===== src/rtl/pcpi_arb_pkg.sv =====
// Shared types and constants for the PCPI round-robin arbiter and its picker.
package pcpi_arb_pkg;

  typedef enum logic [1:0] {
    ST_IDLE = 2'b00,
    ST_BUSY = 2'b01,
    ST_RESP = 2'b10
  } state_e;

  localparam int unsigned DEF_INSN_W = 32;
  localparam int unsigned DEF_DATA_W = 32;
  localparam int unsigned MAX_REQ    = 8;
  // Index width sized for the largest supported requester count.
  localparam int unsigned IDX_W      = $clog2(MAX_REQ);

endpackage


===== src/rtl/rr_pick.sv =====
// Combinational round-robin picker: first set request bit after last_idx, wrapping.
module rr_pick
  import pcpi_arb_pkg::*;
#(
  parameter int unsigned NUM_REQ = 2
) (
  input  logic [NUM_REQ-1:0] req,
  input  logic [IDX_W-1:0]   last_idx,
  output logic [IDX_W-1:0]   idx,
  output logic               found
);

  // Two ascending passes: indices above last_idx first, then the wrapped-around part.
  always_comb begin
    idx   = '0;
    found = 1'b0;
    for (int i = 0; i < int'(NUM_REQ); i++) begin
      if (!found && req[i] && (i > int'(last_idx))) begin
        idx   = IDX_W'(i);
        found = 1'b1;
      end
    end
    for (int i = 0; i < int'(NUM_REQ); i++) begin
      if (!found && req[i] && (i <= int'(last_idx))) begin
        idx   = IDX_W'(i);
        found = 1'b1;
      end
    end
  end

endmodule


===== src/rtl/pcpi_rr_arbiter.sv =====
// Round-robin sharing of one PCPI coprocessor between NUM_REQ requesters.
// Optional watchdog abort enabled by defining PCPI_ARB_TIMEOUT_EN.
module pcpi_rr_arbiter
  import pcpi_arb_pkg::*;
#(
  parameter int unsigned NUM_REQ     = 2,
  parameter int unsigned INSN_W      = DEF_INSN_W,
  parameter int unsigned DATA_W      = DEF_DATA_W,
  parameter int unsigned TIMEOUT_CYC = 16
) (
  input  logic                      clk,
  input  logic                      rst_n,
  input  logic [NUM_REQ-1:0]        req_valid,
  input  logic [NUM_REQ*INSN_W-1:0] req_insn,
  output logic [NUM_REQ-1:0]        req_ready,
  output logic                      req_wr,
  output logic [DATA_W-1:0]         req_rd,
  output logic                      req_err,
  output logic [NUM_REQ-1:0]        grant,
  output logic                      busy,
  output logic                      co_valid,
  output logic [INSN_W-1:0]         co_insn,
  input  logic                      co_ready,
  input  logic                      co_wr,
  input  logic                      co_wait,
  input  logic [DATA_W-1:0]         co_rd
);

  state_e              state_q, state_d;
  logic [IDX_W-1:0]    idx_q, idx_d, last_q, last_d;
  logic [IDX_W-1:0]    pick_idx_c;
  logic                pick_found_c;
  logic [NUM_REQ-1:0]  grant_d, req_ready_d;
  logic                co_valid_d, req_wr_d, busy_d;
  logic [INSN_W-1:0]   co_insn_d;
  logic [DATA_W-1:0]   req_rd_d;
  logic                expire_c;

  rr_pick #(.NUM_REQ(NUM_REQ)) u_pick (
    .req      (req_valid),
    .last_idx (last_q),
    .idx      (pick_idx_c),
    .found    (pick_found_c)
  );

`ifdef PCPI_ARB_TIMEOUT_EN
  localparam int unsigned CNT_W = $clog2(TIMEOUT_CYC + 1);
  logic [CNT_W-1:0] cnt_q;
  logic             err_d;

  // Expiry means this cycle's increment would bring the count to TIMEOUT_CYC.
  assign expire_c = (state_q == ST_BUSY) && !co_ready && !co_wait &&
                    (cnt_q == CNT_W'(TIMEOUT_CYC - 1));

  always_ff @(posedge clk or negedge rst_n) begin
    if (!rst_n) begin
      cnt_q   <= '0;
      req_err <= 1'b0;
    end else begin
      req_err <= err_d;
      if ((state_q != ST_BUSY) || co_wait) cnt_q <= '0;
      else                                  cnt_q <= cnt_q + CNT_W'(1);
    end
  end
`else
  logic unused_ok;
  assign unused_ok = co_wait ^ (TIMEOUT_CYC == 0);
  assign expire_c  = 1'b0;
  assign req_err   = 1'b0;
`endif

  // State register and all registered outputs.
  always_ff @(posedge clk or negedge rst_n) begin
    if (!rst_n) begin
      state_q   <= ST_IDLE;
      idx_q     <= '0;
      last_q    <= IDX_W'(NUM_REQ - 1);
      grant     <= '0;
      req_ready <= '0;
      req_wr    <= 1'b0;
      req_rd    <= '0;
      busy      <= 1'b0;
      co_valid  <= 1'b0;
      co_insn   <= '0;
    end else begin
      state_q   <= state_d;
      idx_q     <= idx_d;
      last_q    <= last_d;
      grant     <= grant_d;
      req_ready <= req_ready_d;
      req_wr    <= req_wr_d;
      req_rd    <= req_rd_d;
      busy      <= busy_d;
      co_valid  <= co_valid_d;
      co_insn   <= co_insn_d;
    end
  end

  // Next-state and next-output logic.
  always_comb begin
    state_d     = state_q;
    idx_d       = idx_q;
    last_d      = last_q;
    grant_d     = grant;
    req_ready_d = '0;
    req_wr_d    = req_wr;
    req_rd_d    = req_rd;
    co_valid_d  = co_valid;
    co_insn_d   = co_insn;
`ifdef PCPI_ARB_TIMEOUT_EN
    err_d       = req_err;
`endif
    case (state_q)
      ST_IDLE: begin
        if (pick_found_c) begin
          idx_d      = pick_idx_c;
          grant_d    = NUM_REQ'(1) << pick_idx_c;
          co_insn_d  = req_insn[int'(pick_idx_c)*INSN_W +: INSN_W];
          co_valid_d = 1'b1;
          state_d    = ST_BUSY;
        end
      end
      ST_BUSY: begin
        if (co_ready) begin
          req_wr_d    = co_wr;
          req_rd_d    = co_rd;
          co_valid_d  = 1'b0;
          req_ready_d = grant;
          state_d     = ST_RESP;
`ifdef PCPI_ARB_TIMEOUT_EN
          err_d       = 1'b0;
`endif
        end else if (expire_c) begin
          req_wr_d    = 1'b0;
          req_rd_d    = '0;
          co_valid_d  = 1'b0;
          req_ready_d = grant;
          state_d     = ST_RESP;
`ifdef PCPI_ARB_TIMEOUT_EN
          err_d       = 1'b1;
`endif
        end
      end
      ST_RESP: begin
        last_d  = idx_q;
        grant_d = '0;
        state_d = ST_IDLE;
      end
      default: begin
        grant_d    = '0;
        co_valid_d = 1'b0;
        state_d    = ST_IDLE;
      end
    endcase
    busy_d = (state_d != ST_IDLE);
  end

endmodule


===== config.mk =====
export PLATFORM = sky130hd
export DESIGN_NAME = pcpi_rr_arbiter
export DESIGN_NICKNAME = d
export VERILOG_FILES = /design/src/rtl/pcpi_arb_pkg.sv /design/src/rtl/rr_pick.sv /design/src/rtl/pcpi_rr_arbiter.sv
export SDC_FILE = /design/constraint.sdc
export NUM_CORES = 1
export LEC_CHECK = 0
export CAP_MARGIN = 25
export CORE_UTILIZATION = 31
export CTS_CLUSTER_DIAMETER = 150
export CTS_CLUSTER_SIZE = 24
export DETAILED_ROUTE_END_ITERATION = 7
export DONT_BUFFER_PORTS = 1
export PLACE_DENSITY = 0.45
export SLEW_MARGIN = 20
export SYNTH_ARGS = -nofsm -noshare
export SYNTH_HDL_FRONTEND = slang
export SYNTH_SLANG_ARGS = --single-unit
export TNS_END_PERCENT = 100

===== constraint.sdc =====
create_clock -name clk -period 1.55 [get_ports clk]
set_input_delay 0.31 -clock clk [delete_from_list [all_inputs] [get_ports clk]]
set_output_delay 0.31 -clock clk [all_outputs]
set_load 0.02 [all_outputs]

* After elaboration in Yosys (flattened, before gate mapping)
Cells that the tools add are included.
** Cells by class
- Magnitude comparators :: 2
- Equality and inequality tests :: 4
- Shift-type cells :: 2
- Multiplexer cells :: 16
- Bitwise logic cells :: 2
- Reductions and logical operators :: 12
** Operators by type and width (count)
- $shiftx A64 B9 Y32 :: 1
- $mux W2 :: 5
- $pmux W2 S2 :: 2
- $mux W1 :: 6
- $mux W3 :: 2
- $reduce_and A2 Y1 :: 3
- $logic_and A1 B1 Y1 :: 4
- $ne A2 B2 Y1 const B :: 2
- $gt A1 B3 Y1 const A :: 1
- $le A1 B3 Y1 const A :: 1
- $pmux W1 S3 :: 1
- $reduce_and A3 Y1 :: 1
- $shl A1 B3 Y2 const A :: 1
- $eq A2 B1 Y1 const B :: 1
- $eq A2 B2 Y1 const B :: 1
- $logic_not A1 Y1 :: 2
- $logic_not A2 Y1 :: 1
- $not A1 Y1 :: 2
- $reduce_bool A2 Y1 :: 1
** Storage, ports and cells
- Register bits :: 79
- Bits of input ports :: 103
- Output and inout bits :: 72
- Word-level logic and storage cells :: 48

* Logic depth before layout (Yosys ltp)
Gate-level depths: netlist (run 1).
- Depth in word-level cells :: 13
- Gate-level depth with buffers :: 6
- Gate-level depth less buffers :: 3

* Hierarchy
Synthesis (run 1) repeated with hierarchy kept, for this count alone.
** Second synthesis, totals
- Cell total of the unflattened synthesis :: 258
- Area, all modules :: 3333.2 µm²
** Modules (own cells, without submodules)
- pcpi_rr_arbiter :: times used 1, cells each 252, area an instance 3294.4 µm², sequential area each 1978.1 µm²
- rr_pick :: times used 1, cells each 6, area an instance 38.8 µm², sequential area each 0.0 µm²

* Least setup slack after synthesis (run 1)
No wires, ideal clock.
- Path kind :: reg-to-reg
- Start point :: register last_q[0]
- End point :: register co_insn[24]
- Library setup time :: 0.125 ns
- Arrival time :: 1.432 ns
- Data required time :: 1.425 ns
- Slack :: -0.007 ns
- Stages on the path, launching flop included :: 6
- Path buffers :: 2
- Period minus slack after synthesis :: 1.557 ns
- Path through :: dfstp_2 > a21bo_1 > buf_6 > buf_8 > mux2_4 > mux2_4
** Between the ends
- Cells in the longest elaborated chain, start to end :: 11
- Elaborated cells on any way between the ends :: 16
- Classes of those cells :: order compare (2); shift (1); mux (6); reduce/logical (7)
** Ends and longest elaborated chain
- from (decl) :: RTL line pcpi_rr_arbiter.sv:30 : logic [IDX_W-1:0] idx_q, idx_d, last_q, last_d;
- from (signal assigned) :: RTL line pcpi_rr_arbiter.sv:77 : last_q <= IDX_W'(NUM_REQ - 1);
- from (signal assigned) :: RTL line pcpi_rr_arbiter.sv:88 : last_q <= last_d;
- $gt A1 B3 Y1 :: RTL line rr_pick.sv:18 : if (!found && req[i] && (i > int'(last_idx))) begin
- $logic_and A1 B1 Y1 :: RTL line rr_pick.sv:18
- $mux W1 :: RTL line rr_pick.sv:18
- $logic_not A1 Y1 :: RTL line rr_pick.sv:24 : if (!found && req[i] && (i <= int'(last_idx))) begin
- $logic_and A1 B1 Y1 :: RTL line rr_pick.sv:24
- $mux W1 :: RTL line rr_pick.sv:24
- $logic_not A1 Y1 :: RTL line rr_pick.sv:24
- $logic_and A1 B1 Y1 (2 in a row) :: RTL line rr_pick.sv:24
- $mux W3 or $mux W1 (tied branches) :: RTL line rr_pick.sv:24
- $shiftx A64 B9 Y32 or $reduce_and A2 Y1 (tied branches)
- to (signal assigned) :: RTL line pcpi_rr_arbiter.sv:95 : co_insn <= co_insn_d;
- to (decl) :: RTL line pcpi_rr_arbiter.sv:22 : output logic [INSN_W-1:0] co_insn,
Several ways; a longest one is shown, not always the timed one.
A chain may end at the register's enable or synchronous reset.

* Worst setup path in the final report (run 1)
- Start point :: register last_q[0]
- End point :: register co_insn[13]
Same word-level chain as after synthesis.

==> reports/metrics.json, run 1 <==
{
  "run_status": {
    "outcome": "finished with violations",
    "violations": "hold timing, setup timing"
  },
  "clocking": {
    "clk_root_buffer_cell": "clkbuf_8",
    "cts_tree": "built",
    "cts-root-to-sink-buffers": 2,
    "clkSlewWorstSetupHoldPaths_ns": 0.08,
    "cts.htree.levels": 3,
    "clkSinkCount": 75,
    "post_cts_buffers": 0,
    "clk-insertion-delay-late_ns": 0.34,
    "cts_inserted_buffers": 9
  },
  "yosys": {
    "synth.avg_cell_area_sq_um": 16.4,
    "synth_async_sr_flop_share_pct": 100,
    "synthCells": 212,
    "most_frequent_cell_after_synthesis": "dfrtp_1",
    "synthesis.yosys.warnings": 0,
    "synth_seq_cells": 75,
    "most_common_flop_cell_mapped_by_yosys": "dfrtp_1",
    "number_of_synthesized_flops_with_an_enable_pin": 0,
    "synth_area_leader_cell": "dfrtp_1",
    "ys_top_cells_by_count": "74 x dfrtp_1, 54 x mux2_4, 36 x mux2_2, 7 x mux2_1, 5 x buf_4",
    "leading_cell_types_by_total_area_after_synthesis": "dfrtp_1 53%, mux2_4 23%, mux2_2 12%",
    "ys_seq_area_share_pct": 54.0,
    "synthDominantCellAreaShare_pct": 53.2,
    "mappedNetlistArea_sq_mm": 0.00348,
    "synth_cell_type_count": 27,
    "postSynthNetCount": 315
  },
  "global_route": {
    "grt_use_met1_pct": 12.5,
    "grt.busiest_layer": "met2",
    "gr-usage-met2_pct": 17.4,
    "largest_net_degree_at_the_start_of_global_routing": 76,
    "grt_pass1_wl_um": 9270,
    "global_route.usage.total_pct": 11.0,
    "first_global_vias": 1652,
    "globalRoute.totalOverflow": 0,
    "met3_usage_grt_pct": 4.84,
    "number_of_antenna_violations_at_the_first_check_in_global_routing": 0
  },
  "worst_setup_path": {
    "max_stage_delay_ns": 0.54,
    "worstSetupStartpointType": "flip-flop",
    "most_frequent_cell_on_the_critical_path": "mux2_4",
    "timing.critical_path.fanout_max": 12,
    "sort_of_element_at_the_end_of_the_critical_path": "flip-flop",
    "cpMaxStageDelayCell": "dfstp_2",
    "setup.reg_to_reg.worst_slack_ns": -0.08,
    "criticalPathCategory": "reg -> reg",
    "critical_path_cell_by_cell": "a21bo_4 -> buf_16 -> mux2_4 -> mux2_4",
    "crit_arrival_ns": 1.86,
    "worstPathRequired_ns": 1.78
  },
  "die": {
    "start_util_pct": 31.9,
    "die_area_sq_mm": 0.0116,
    "floorplan.io_pins": 175,
    "dieWidth_um": 108,
    "die_height_um": 108,
    "design.core.area_sq_mm": 0.0109,
    "placementRows": 38
  },
  "layout": {
    "final-instance-count-excl-fill": 363,
    "area_growth_pct": 13.1,
    "diodes": 0,
    "layout_cell_share_with_drive_strength_beyond_1_pct": 54.7,
    "fillers": 1051,
    "finalNetCount": 322,
    "post-route-cell-area_sq_mm": 0.00394,
    "final_util_pct": 36.1
  },
  "worst_hold_path": {
    "worst_hold_path_type": "in -> async"
  },
  "run": {
    "cap_viol_max_count": 0
  },
  "sta": {
    "fmaxAchievable_ghz": 0.615,
    "finalHoldWorstSlack_ns": -0.348,
    "final_hold_viol_count": 75,
    "period_share_pct": 105,
    "layout_setup_ws_ns": -0.0764,
    "post-route-min-period_ns": 1.63,
    "tns_ns": -2.00,
    "setup_viol_count_final": 32,
    "rsz0062_at_grt": "true",
    "worst_clock_skew_ns": 0.00659,
    "slew_viol_final": 0
  },
  "pwr": {
    "peakVddDrop_v": 0.000789,
    "pwr_density_cell_mw_per_mm2": 2270,
    "power.static_leakage_nw": 1.78
  },
  "route": {
    "iteration_0_drc_count_of_the_detailed_router": 41,
    "routedWlPerCell_um": 18.2,
    "vias_per_cell": 4.63,
    "routed_wl_um": 6600,
    "post-route-drc-count": 0,
    "first_pass_iters": 4,
    "drt.antenna.violating_nets": 0,
    "detailroute.via_count": 1680
  },
  "placed_design": {
    "port_buffers": 0,
    "post-place-ws_ns": -0.0929,
    "post_dp_cell_area_sq_mm": 0.00360,
    "gp_congestion": 0.666,
    "dpl.hpwl_um": 4370,
    "numPlacedInstances": 345
  }
}
state kept, by name (all words and copies together), names as in the netlist:
register	flops
co_valid	1
grant	2
co_insn	32
state_q	2
idx_q	1
busy	1
req_rd	32
req_ready	2
req_wr	1
last_q	1
cells by family (layout without fill, tap and decap cells):
kind of cell / count (synthesis) / after routing / synth area share (%)
multiplexers: 98 / 98 / 37.5
flip-flops: 75 / 75 / 54.0
buffers and inverters: 17 / 28 / 4.57
AND/OR/NAND/NOR: 13 / 13 / 2.12
AO/OA/AOI/OAI: 8 / 8 / 1.69
other: 1 / 1 / 0.108
power breakdown:
part	internal, W	total [W]	leakage (nW)	switching, W
clock network	0.000936	0.00164	0.108	0.000701
registers	0.00295	0.00483	0.882	0.00188
logic	0.00165	0.00245	0.792	0.000801
total	0.00553	0.00892	1.78	0.00339
worst max-delay path: cells and delay by family, from the launching register on:
family	cells	cell delay, ns
mux	2	0.56
flops	1	0.54
compound gates	1	0.22
buf+inv	1	0.18
through the flow:
step / power (W) / hold WS (ns)
global placement: 0.00717 / 0.0159
finish: 0.00892 / -0.348
floorplan: 0.00673 / 0.0144
detailed placement: 0.00720 / 0.0159
global route: 0.00938 / -0.387
CTS: 0.00896 / -0.382
layer usage:
layer  vias up  wire length [um]
met2        82              3370
li1        757                 -
met5         -                 0
met4         0               104
met3         9               542
met1       832              2580
repair_timing:
action                     4_1_cts  5_1_grt
setup endpoints to repair       30       65
gates resized for setup          4       10
gates cloned                     1        2
hold endpoints to repair        75       75
final timing paths:
kind                                  startpoint                 endpoint  depth (start not counted)
max                        last_q[0]$_DFFE_PN1P_  co_insn[13]$_DFFE_PN0P_                          4
min                                        rst_n   req_rd[27]$_DFFE_PN0P_                          0
max reg2reg                last_q[0]$_DFFE_PN1P_  co_insn[13]$_DFFE_PN0P_                          4
min reg2reg                 idx_q[0]$_DFFE_PN0P_    last_q[0]$_DFFE_PN1P_                          2
max in group asynchronous                  rst_n    last_q[0]$_DFFE_PN1P_                          0
min in group clk                        co_ready     state_q[0]$_DFF_PN0_                          1
cell type report:
| cell class | instances | area, sq um | share of cell area (%) |
|---|---|---|---|
| repair buffers | 10 | 171 | 4.36 |
| flip-flops and latches | 75 | 1880 | 47.8 |
| multi-input cells | 120 | 1480 | 37.7 |
| clock buffers | 10 | 138 | 3.50 |
| clock inverters | 5 | 77.6 | 1.97 |
| well taps | 140 | 175 | 4.45 |
| inverters | 3 | 11.3 | 0.286 |
cell usage in the layout (no fill, tap or decap), drive strengths merged:
master	instances
a211oi	1
a21bo	1
a2bb2oi	1
and2	2
and3	1
buf	8
bufinv	2
clkbuf	12
clkinv	2
clkinvlp	1
conb	1
dfrtp	74
dfstp	1
inv	3
mux2	97
mux2i	1
nand2	3
nand2b	1
nor2	4
nor3	1
o21ai	3
o21ba	1
o31ai	1
or3	1
No activity file was read; power rests on OpenSTA's default activity.
==> run 2, diff against run 1 <==
--- a/config.mk
+++ b/config.mk
@@ -5,8 +5,10 @@
 export SDC_FILE = /design/constraint.sdc
 export NUM_CORES = 1
 export LEC_CHECK = 0
+export ABC_AREA = 1
 export CAP_MARGIN = 25
 export CORE_UTILIZATION = 31
+export CTS_BUF_LIST = sky130_fd_sc_hd__clkbuf_8 sky130_fd_sc_hd__clkbuf_16
 export CTS_CLUSTER_DIAMETER = 150
 export CTS_CLUSTER_SIZE = 24
 export DETAILED_ROUTE_END_ITERATION = 7
==> run 2 against run 1 <==
Net effect:
- the run ends with hold timing left
- register-to-register slack improved by 0.21 ns
- die area shrank 6.0%
- sequential share of layout area grew 5.0 points
- critical path depth fell by 1
- largest power group unchanged
==> reports/metrics.json, run 2 <==
{
  "run_status": {
    "outcome": "finished with violations",
    "violations": "hold timing"
  },
  "global_route": {
    "global_route.usage.total_pct": 15.5,
    "number_of_antenna_violations_at_the_first_check_in_global_routing": 0,
    "globalRoute.totalOverflow": 0,
    "first_global_vias": 2436,
    "grt_pass1_wl_um": 13300,
    "largest_net_degree_at_the_start_of_global_routing": 76
  },
  "sta": {
    "post-route-min-period_ns": 1.42,
    "fmaxAchievable_ghz": 0.704,
    "tns_ns": 0,
    "worst_clock_skew_ns": 0.0117,
    "finalHoldWorstSlack_ns": -0.346,
    "rsz0062_at_grt": "false",
    "period_share_pct": 91.7,
    "tightestPinTransition_ns": 0.867,
    "slew_viol_final": 0,
    "final_hold_viol_count": 75,
    "setup_viol_count_final": 0,
    "max_slew_margin_pct": 42.2
  },
  "worst_setup_path": {
    "sort_of_element_at_the_end_of_the_critical_path": "flip-flop",
    "timing.critical_path.from": "last_q[0]$_DFFE_PN1P_",
    "timing.rr.start": "last_q[0]$_DFFE_PN1P_",
    "worstPathRequired_ns": 1.82,
    "timing.critical_path.fanout_max": 16,
    "crit_arrival_ns": 1.69,
    "worstRegToRegCells": 3,
    "criticalPathCategory": "reg -> reg",
    "worstSetupStartpointType": "flip-flop"
  },
  "yosys": {
    "synth_compound_gate_area_share_pct": 0.651,
    "mappedNetlistArea_sq_mm": 0.00327,
    "synth_area_leader_cell": "dfrtp_1",
    "most_common_flop_cell_mapped_by_yosys": "dfrtp_1",
    "synth.area.mux_share_pct": 0,
    "synth.avg_cell_area_sq_um": 8.85,
    "post_synth_xor_area_fraction_pct": 0,
    "number_of_synthesized_flops_with_an_enable_pin": 0,
    "leading_cell_types_by_total_area_after_synthesis": "dfrtp_1 57%, nand2_1 17%, nand3_1 10%",
    "ys_seq_area_share_pct": 57.5,
    "synth_adder_area_share_pct": 0,
    "synth_async_sr_flop_share_pct": 100,
    "ys_top_cells_by_count": "149 x nand2_1, 74 x dfrtp_1, 66 x nand3_1, 33 x nand4_1, 12 x buf_2",
    "synth_seq_cells": 75,
    "synthDominantCellAreaShare_pct": 56.7,
    "dominant_combinational_cell_family_by_area_after_synthesis": "simple AND/OR/NAND/NOR gates",
    "postSynthNetCount": 472,
    "synthesis.yosys.warnings": 0,
    "synth_cell_type_count": 19,
    "most_frequent_cell_after_synthesis": "nand2_1",
    "synthCells": 369,
    "synth_simple_gate_area_share_pct": 35.4
  },
  "clocking": {
    "clk-insertion-delay-late_ns": 0.34,
    "clkSinkCount": 75,
    "cts-root-to-sink-buffers": 2,
    "cts_inserted_buffers": 9,
    "clk_root_buffer_cell": "clkbuf_8",
    "clkSlewWorstSetupHoldPaths_ns": 0.08,
    "cts.htree.levels": 3,
    "post_cts_buffers": 0,
    "cts_tree": "built"
  },
  "die": {
    "dieWidth_um": 105,
    "die_height_um": 105,
    "die_area_sq_mm": 0.0109,
    "design.core.area_sq_mm": 0.0103,
    "floorplan.io_pins": 175,
    "placementRows": 37,
    "start_util_pct": 31.8
  },
  "worst_hold_path": {
    "worst_hold_path_type": "in -> async"
  },
  "run": {
    "cap_viol_max_count": 0
  },
  "route": {
    "first_pass_iters": 4,
    "detailroute.via_count": 2548,
    "routedWlPerCell_um": 16.8,
    "vias_per_cell": 5.08,
    "iteration_0_drc_count_of_the_detailed_router": 169,
    "post-route-drc-count": 0,
    "routed_wl_um": 8450,
    "drt.antenna.violating_nets": 0
  },
  "layout": {
    "most_used_cells_in_the_layout_excluding_fill_and_tap_cells": "149 x nand2_1, 74 x dfrtp_1, 66 x nand3_1",
    "diodes": 0,
    "final_common_cell": "nand2_1",
    "final_util_pct": 34.6,
    "fillers": 1125,
    "finalNetCount": 464,
    "biggest_registers_after_layout": "co_insn: 32 flops, req_rd: 32 flops",
    "layout_cell_share_with_drive_strength_beyond_1_pct": 9.02,
    "area_growth_pct": 8.93
  },
  "placed_design": {
    "gp_congestion": 0.703,
    "dpl.hpwl_um": 5510,
    "port_buffers": 0
  },
  "pwr": {
    "power.static_leakage_nw": 1.75,
    "peakVddDrop_v": 0.000774,
    "pwr_density_cell_mw_per_mm2": 2360
  }
}
## run 2: metal layers
layer | GRT usage (%) | vias to the layer above | wire length, um | part of all wire (%)
li1 | - | 1208 | - | -
met5 | 0 | - | 0 | 0
met1 | 19.8 | 1235 | 3670 | 43
met2 | 24.2 | 97 | 4000 | 47
met3 | 5.99 | 8 | 671 | 7.9
met4 | 4.63 | 0 | 108 | 1.3
## run 2: final timing paths
kind,endpoint,slack [ns]
worst max-delay path,co_insn[21]$_DFFE_PN0P_,0.13
worst min-delay path,req_rd[15]$_DFFE_PN0P_,-0.35
worst max register to register,co_insn[21]$_DFFE_PN0P_,0.13
worst min register to register,idx_q[0]$_DFFE_PN0P_,0.49
max in group asynchronous,last_q[0]$_DFFE_PN1P_,1.68
min in group clk,req_rd[31]$_DFFE_PN0P_,0.07
## run 2: what timing repair did
item                                   in CTS  in global routing
gates resized for setup                     0                  1
endpoints found under the hold margin      75                 75
setup endpoints to repair                   0                 20
## run 2: logic make-up (layout without fill, tap and decap cells)
| kind of cell | after synthesis | count (layout) |
|---|---|---|
| AOI/OAI and AO/OA | 2 | 3 |
| buffers and inverters | 35 | 31 |
| DFF | 75 | 75 |
| other | 1 | 1 |
| and+or+nand+nor | 256 | 256 |
## run 2: final cells by class
| type | count | area [sq um] | area share (%) |
|---|---|---|---|
| sequential | 75 | 1880 | 52.8 |
| multi-input combinational | 260 | 1200 | 33.7 |
| tap | 136 | 170 | 4.78 |
| clock buffer | 9 | 124 | 3.48 |
| clock inverter | 7 | 91.3 | 2.57 |
| timing repair buffer | 7 | 65.1 | 1.83 |
| inverter | 8 | 30.0 | 0.844 |
## run 2: where the power goes
group | total, W | switching [W] | leakage [nW] | internal, W
Clock | 0.00165 | 0.000742 | 0.115 | 0.000904
Sequential | 0.00464 | 0.00177 | 0.932 | 0.00287
Combinational | 0.00211 | 0.00137 | 0.708 | 0.000739
Total | 0.00839 | 0.00388 | 1.75 | 0.00451
## run 2: worst max-delay path, cell delays in order (launching register included)
cell and delay, ns:
dfstp_2 0.40, a21oi_2 0.67, nand3_1 0.16, nand3_1 0.13
## run 2: metrics by stage
step,power (W),instances,instance area (sq um),setup slack (ns)
CTS,0.00848,501,3540,0.0586
finish,0.00839,502,3560,0.129
detailed placement,0.00680,485,3320,0.0712
floorplan,0.00631,369,3270,0.349
global placement,0.00674,485,3320,0.0923
global route,0.00902,502,3560,0.0489
==> run 3, diff against run 2 <==
--- a/config.mk
+++ b/config.mk
@@ -14,7 +14,7 @@
 export DETAILED_ROUTE_END_ITERATION = 7
 export DONT_BUFFER_PORTS = 1
 export PLACE_DENSITY = 0.45
-export SLEW_MARGIN = 20
+export SLEW_MARGIN = 10
 export SYNTH_ARGS = -nofsm -noshare
 export SYNTH_HDL_FRONTEND = slang
 export SYNTH_SLANG_ARGS = --single-unit
==> results of run 3 <==
The final DEF is identical to that of run 2; final timing and power are the same.
==> RTL edit 1: new RTL, settings of run 1 <==
Build with the macro `PCPI_ARB_TIMEOUT_EN` defined.
--- a/src/rtl/pcpi_rr_arbiter.sv
+++ b/src/rtl/pcpi_rr_arbiter.sv
@@ -1,5 +1,7 @@
 // Round-robin sharing of one PCPI coprocessor between NUM_REQ requesters.
 // Optional watchdog abort enabled by defining PCPI_ARB_TIMEOUT_EN.
+`define PCPI_ARB_TIMEOUT_EN
+
 module pcpi_rr_arbiter
   import pcpi_arb_pkg::*;
 #(
Function: no difference found for any inputs over 4 cycles, from zero or initial values and one cycle with rst_n low; that may be too few to reach the edited logic, so the function may still have changed.
==> RTL edit 1 against run 1 <==
  * Area after synthesis rose by 3.8%
  * Total power rose by 13%
  * Setup slack got worse by 0.037 ns
  * Sequential cell count rose by 6
  * Largest cell class unchanged
  * Global-route usage rose by 1.1 points
  * Final area rose by 14%
  * The flow still finishes with violations (negative hold slack, negative setup slack)
  * Routed wire length rose by 16%
==> RTL edit 1: results (changes against run 1) <==
** Status
- The flow ran to the end, but the final reports show violations.
- Failing checks :: negative hold slack, negative setup slack

** GRT
- GRT met2 Usage :: 17.9% (+0.55 points)
- The wire length of the first global-routing pass was 10400 um (+12%).
- GR met1 Demand/Resource :: 14.5% (+2.0 points)
- The via count of the first global-routing pass was 1971 (+19%).
- Global routing usage on met3 :: 5.57% (+0.73 points)

** Synth
- The multiplexer fraction of the synthesized cell area is 25.8% (-12 points).
- The total nets after synthesis was 340 (+7.9%).
- The compound-cell area share of the yosys netlist was 10.6% (+8.9 points).
- The fraction of synthesized cell area in xor and xnor cells is 0.485% (+0.48 points).
- Distinct cell type count after synthesis :: 31 (+15%)
- The commonest cells after synthesis are sky130_fd_sc_hd__dfrtp_1 (80), sky130_fd_sc_hd__mux2_4 (54), sky130_fd_sc_hd__a22o_1 (33), sky130_fd_sc_hd__nor2_1 (11), sky130_fd_sc_hd__mux2_2 (10).

** CTS
- The post-CTS setup repair buffer count came to 7 (+7).
- Clock root buffer master :: sky130_fd_sc_hd__clkbuf_16
- The clock sink count came to 81 (+8.0%).
- Clock-pin slew reported for the worst setup and hold paths after clock tree synthesis :: 0.06 ns (-0.02 ns)
- Post-CTS resize count :: 5 (+1)

** STA
- The post-route worst setup slack is -0.113 ns (-0.0367 ns).
- Post-Route Hold Slack :: -0.338 ns (+0.0107 ns)
- The setup TNS came to -4.08 ns (-2.08 ns).
- Final Hold Vio Count :: 81 (+8.0%)
- The final-report setup violation count was 66 (+110%).

** Drt
- The amount of wire on met3 after detailed routing was 854 um (+58%).
- The routed length per placed instance is 18.8 um (+3.1%).
- Number of DRC markers in iteration 0 :: 90 (+120%)

** Power and ir drop
- The leakage dissipation was 0.00210 uW (+18%).
- The worst voltage drop across the vdd grid came to 1.01 mV (+27%).
- The sequential power was 4900 uW (+1%).

** Finish
- The layout inverter count without the clock tree came to 7 (+4).
- Fraction of layout instances using a drive strength above 1 :: 45.7% (-9.0 points)
- The number of clock buffer instances in the layout came to 11 (+1).
- Multi-input comb cells :: 133 (+11%)
- Signal buf overhead :: 8.07% (+3.7 points)
- Non-clock buffer count in the final layout :: 28 (+18)
- Sequential share of cell area :: 45.4% (-2.4 points)
- Filler Cell Count :: 1055 (+0.38%)
- The area fraction of clock buffers and clock inverters is 7.20% (+1.7 points).

** Worst setup path
- Endpoint arrival time on the critical path :: 1.88 ns (+0.02 ns)
- The maximum fanout count along the critical path was 8 (-4).
- The number of cells on the worst reg-to-reg path came to 5 (+1).
==> RTL edit 1: cell types whose count changed in the layout (fill, tap and decap cells not counted), moves of 4 or more <==
cell,delta
sky130_fd_sc_hd__mux2_1,-7
sky130_fd_sc_hd__buf_4,+13
sky130_fd_sc_hd__nor2_1,+5
sky130_fd_sc_hd__mux2_2,-25
sky130_fd_sc_hd__buf_12,+4
sky130_fd_sc_hd__clkbuf_8,-9
sky130_fd_sc_hd__inv_1,+5
sky130_fd_sc_hd__a22o_1,+33
sky130_fd_sc_hd__dfrtp_1,+7
sky130_fd_sc_hd__clkbuf_16,+9
==> RTL edit 1: through the flow <==
step | std cells | setup slack, ns | area [um2]
CTS | 405 | -0.0973 | 4350
detailed placement | 379 | -0.115 | 3870
global placement | 379 | -0.296 | 3870
finish | 408 | -0.113 | 4470
floorplan | 235 | -0.0448 | 3670
global route | 408 | -0.168 | 4470
==> RTL edit 2: new RTL, settings of run 1 <==
Made on the original files. The 3 states of `state_e` get a one-hot encoding in 3 bits.
--- a/src/rtl/pcpi_arb_pkg.sv
+++ b/src/rtl/pcpi_arb_pkg.sv
@@ -1,10 +1,10 @@
 // Shared types and constants for the PCPI round-robin arbiter and its picker.
 package pcpi_arb_pkg;
 
-  typedef enum logic [1:0] {
-    ST_IDLE = 2'b00,
-    ST_BUSY = 2'b01,
-    ST_RESP = 2'b10
+  typedef enum logic [2:0] {
+    ST_IDLE = 3'b001,
+    ST_BUSY = 3'b010,
+    ST_RESP = 3'b100
   } state_e;
 
   localparam int unsigned DEF_INSN_W = 32;
Formal check against the unedited RTL: same outputs for any inputs over 4 cycles, from zero or initial values and one cycle with rst_n low; so few cycles prove little.
==> RTL edit 2 against run 1 <==
  * The flow finishes with violations (negative hold slack)
  * Routed wire length up 5.1%
  * Sequential power decreased by 2%
  * Total power grew 0.96%
  * Final area down 2.9%
  * Clock power shrank 2%
  * Highest routed layer unchanged
  * Area after synthesis shrank 3.8%
  * Clock skew is 0.0024 ns higher
  * Utilization grew 0.53 points
  * Fmax grew 8.6%
  * Setup slack better by 0.13 ns
  * Sequential cell count up 1
  * Worst hold slack barely moved
==> RTL edit 2: results (changes against run 1) <==
** Worst setup path
- The worst path arrival time is 1.73 ns (-0.13 ns).
- The maximum fanout count along the critical path came to 8 (-4).
- Peak per-stage delay on the critical path :: 0.38 ns (-0.16 ns)

** Finish
- Multi-input comb cells :: 129 (+7.5%)
- The area fraction of clock buffers and clock inverters came to 5.50% (+0.034 points).
- Fraction of layout instances using a drive strength above 1 :: 31.3% (-23 points)
- The layout inverter count without the clock tree came to 5 (+2).
- The register area came to 1910 um2 (+1.4%).
- Layout clock buffers :: 12 (+2)
- Filler Cell Count :: 981 (-6.7%)
- Non-clock buffer count in the final layout :: 18 (+8)
- Multi-input gate area :: 1280 um2 (-14%)

** Drt
- The routed length per placed instance is 18.3 um (+0.68%).
- The number of design-rule violations left by the first detailed-router iteration was 101 (+150%).
- Vias :: 1951 (+16%)

** Power and ir drop
- Power after layout :: 9000 uW (+0.96%)
- The leakage dissipation is 0.00156 uW (-13%).
- Combinational share of power :: 29.5% (+2.0 points)
- Sw Share :: 39.2% (+1.3 points)
- Seq power :: 4740 uW (-2%)

** Synth
- Sequential area share after synthesis :: 56.9% (+2.9 points)
- The commonest cells after synthesis are sky130_fd_sc_hd__dfrtp_1 (74), sky130_fd_sc_hd__a2bb2oi_1 (32), sky130_fd_sc_hd__o32ai_1 (32), sky130_fd_sc_hd__mux2_4 (27), sky130_fd_sc_hd__clkbuf_1 (8).
- Distinct cell type count after synthesis :: 33 (+22%)
- Mux cell area share after synthesis :: 14.5% (-23 points)
- Post-synthesis compound-gate area fraction :: 19.9% (+18 points)
- Most area-consuming cells after synthesis :: sky130_fd_sc_hd__dfrtp_1 (55%), sky130_fd_sc_hd__mux2_4 (12%), sky130_fd_sc_hd__a2bb2oi_1 (8.4%)

** GRT
- The wire length of the first global-routing pass is 10100 um (+8.5%).
- The global-route usage over all layers came to 12.1% (+1.2 points).
- Largest net degree at the start of global routing :: 77 (+1.3%)

** STA
- Final Hold Vio Count :: 76 (+1.3%)
- Max Clock Skew :: 0.00895 ns (+0.00236 ns)
- The final hold slack was -0.348 ns (+0.000329 ns).

** Status
- The final reports fail on negative hold slack.
- The run finished, with violations left.

** Placement
- The routability congestion estimate from global placement was 0.682 (+2.4%).
- The half-perimeter wire length after placement is 4690 um (+7.5%).

** CTS
- The clock sink count is 76 (+1.3%).
==> RTL edit 2: cell count changes after synthesis, sizes merged, moves of 3 or more <==
| cell | change |
|---|---|
| a2bb2oi | +31 |
| mux2 | -63 |
| nor2 | -4 |
| nor3b | +3 |
| a21oi | +6 |
| clkbuf | +8 |
| o32ai | +32 |
==> RTL edit 2: stage by stage <==
step	std cells	hold slack (ns)	setup slack (ns)	setup TNS [ns]	instance area, um2
finish	379	-0.348	0.0519	0	3820
global route	379	-0.395	0.00651	0	3820
CTS	376	-0.376	-0.0123	-0.0308	3760
detailed placement	361	0.0160	0.00533	0	3550
global placement	361	0.0161	0.0260	0	3550
floorplan	232	0.0144	0.0920	0	3350
==> RTL edit 2: layer usage <==
layer,vias to the layer above,share of wire (%),GRT usage [%]
li1,906,-,-
met1,913,43,14.7
met2,123,45,17.6
met3,9,11,7.36
met4,0,1.3,4.17
met5,-,0,0
==> RTL edit 2: what timing repair did <==
action                     CTS  global route
pin swaps                    0             1
setup buffers                0             2
setup endpoints to repair    4            39
hold endpoints to repair    76            76
resized for setup            0             5
cloned                       0             1
==> RTL edit 2: path summary, 6_finish.rpt <==
kind / depth (start not counted) / to / startpoint / slack (ns)
setup / recovery: 5 / req_rd[0] / state_q[0] / 0.05
hold / removal: 0 / co_insn[12] / rst_n / -0.35
setup reg to reg: 5 / req_rd[0] / state_q[0] / 0.05
hold reg to reg: 1 / last_q[0] / idx_q[0] / 0.52
min in group clk: 1 / req_rd[14] / co_rd[14] / 0.11
max in group asynchronous: 0 / state_q[0] / rst_n / 1.65
==> RTL edit 2: critical path, delay by kind of cell (launching register included) <==
family,cells,cell delay (ns)
buffers and inverters,2,0.30
multiplexers,1,0.33
AND/OR/NAND/NOR,2,0.37
flip-flops,1,0.38
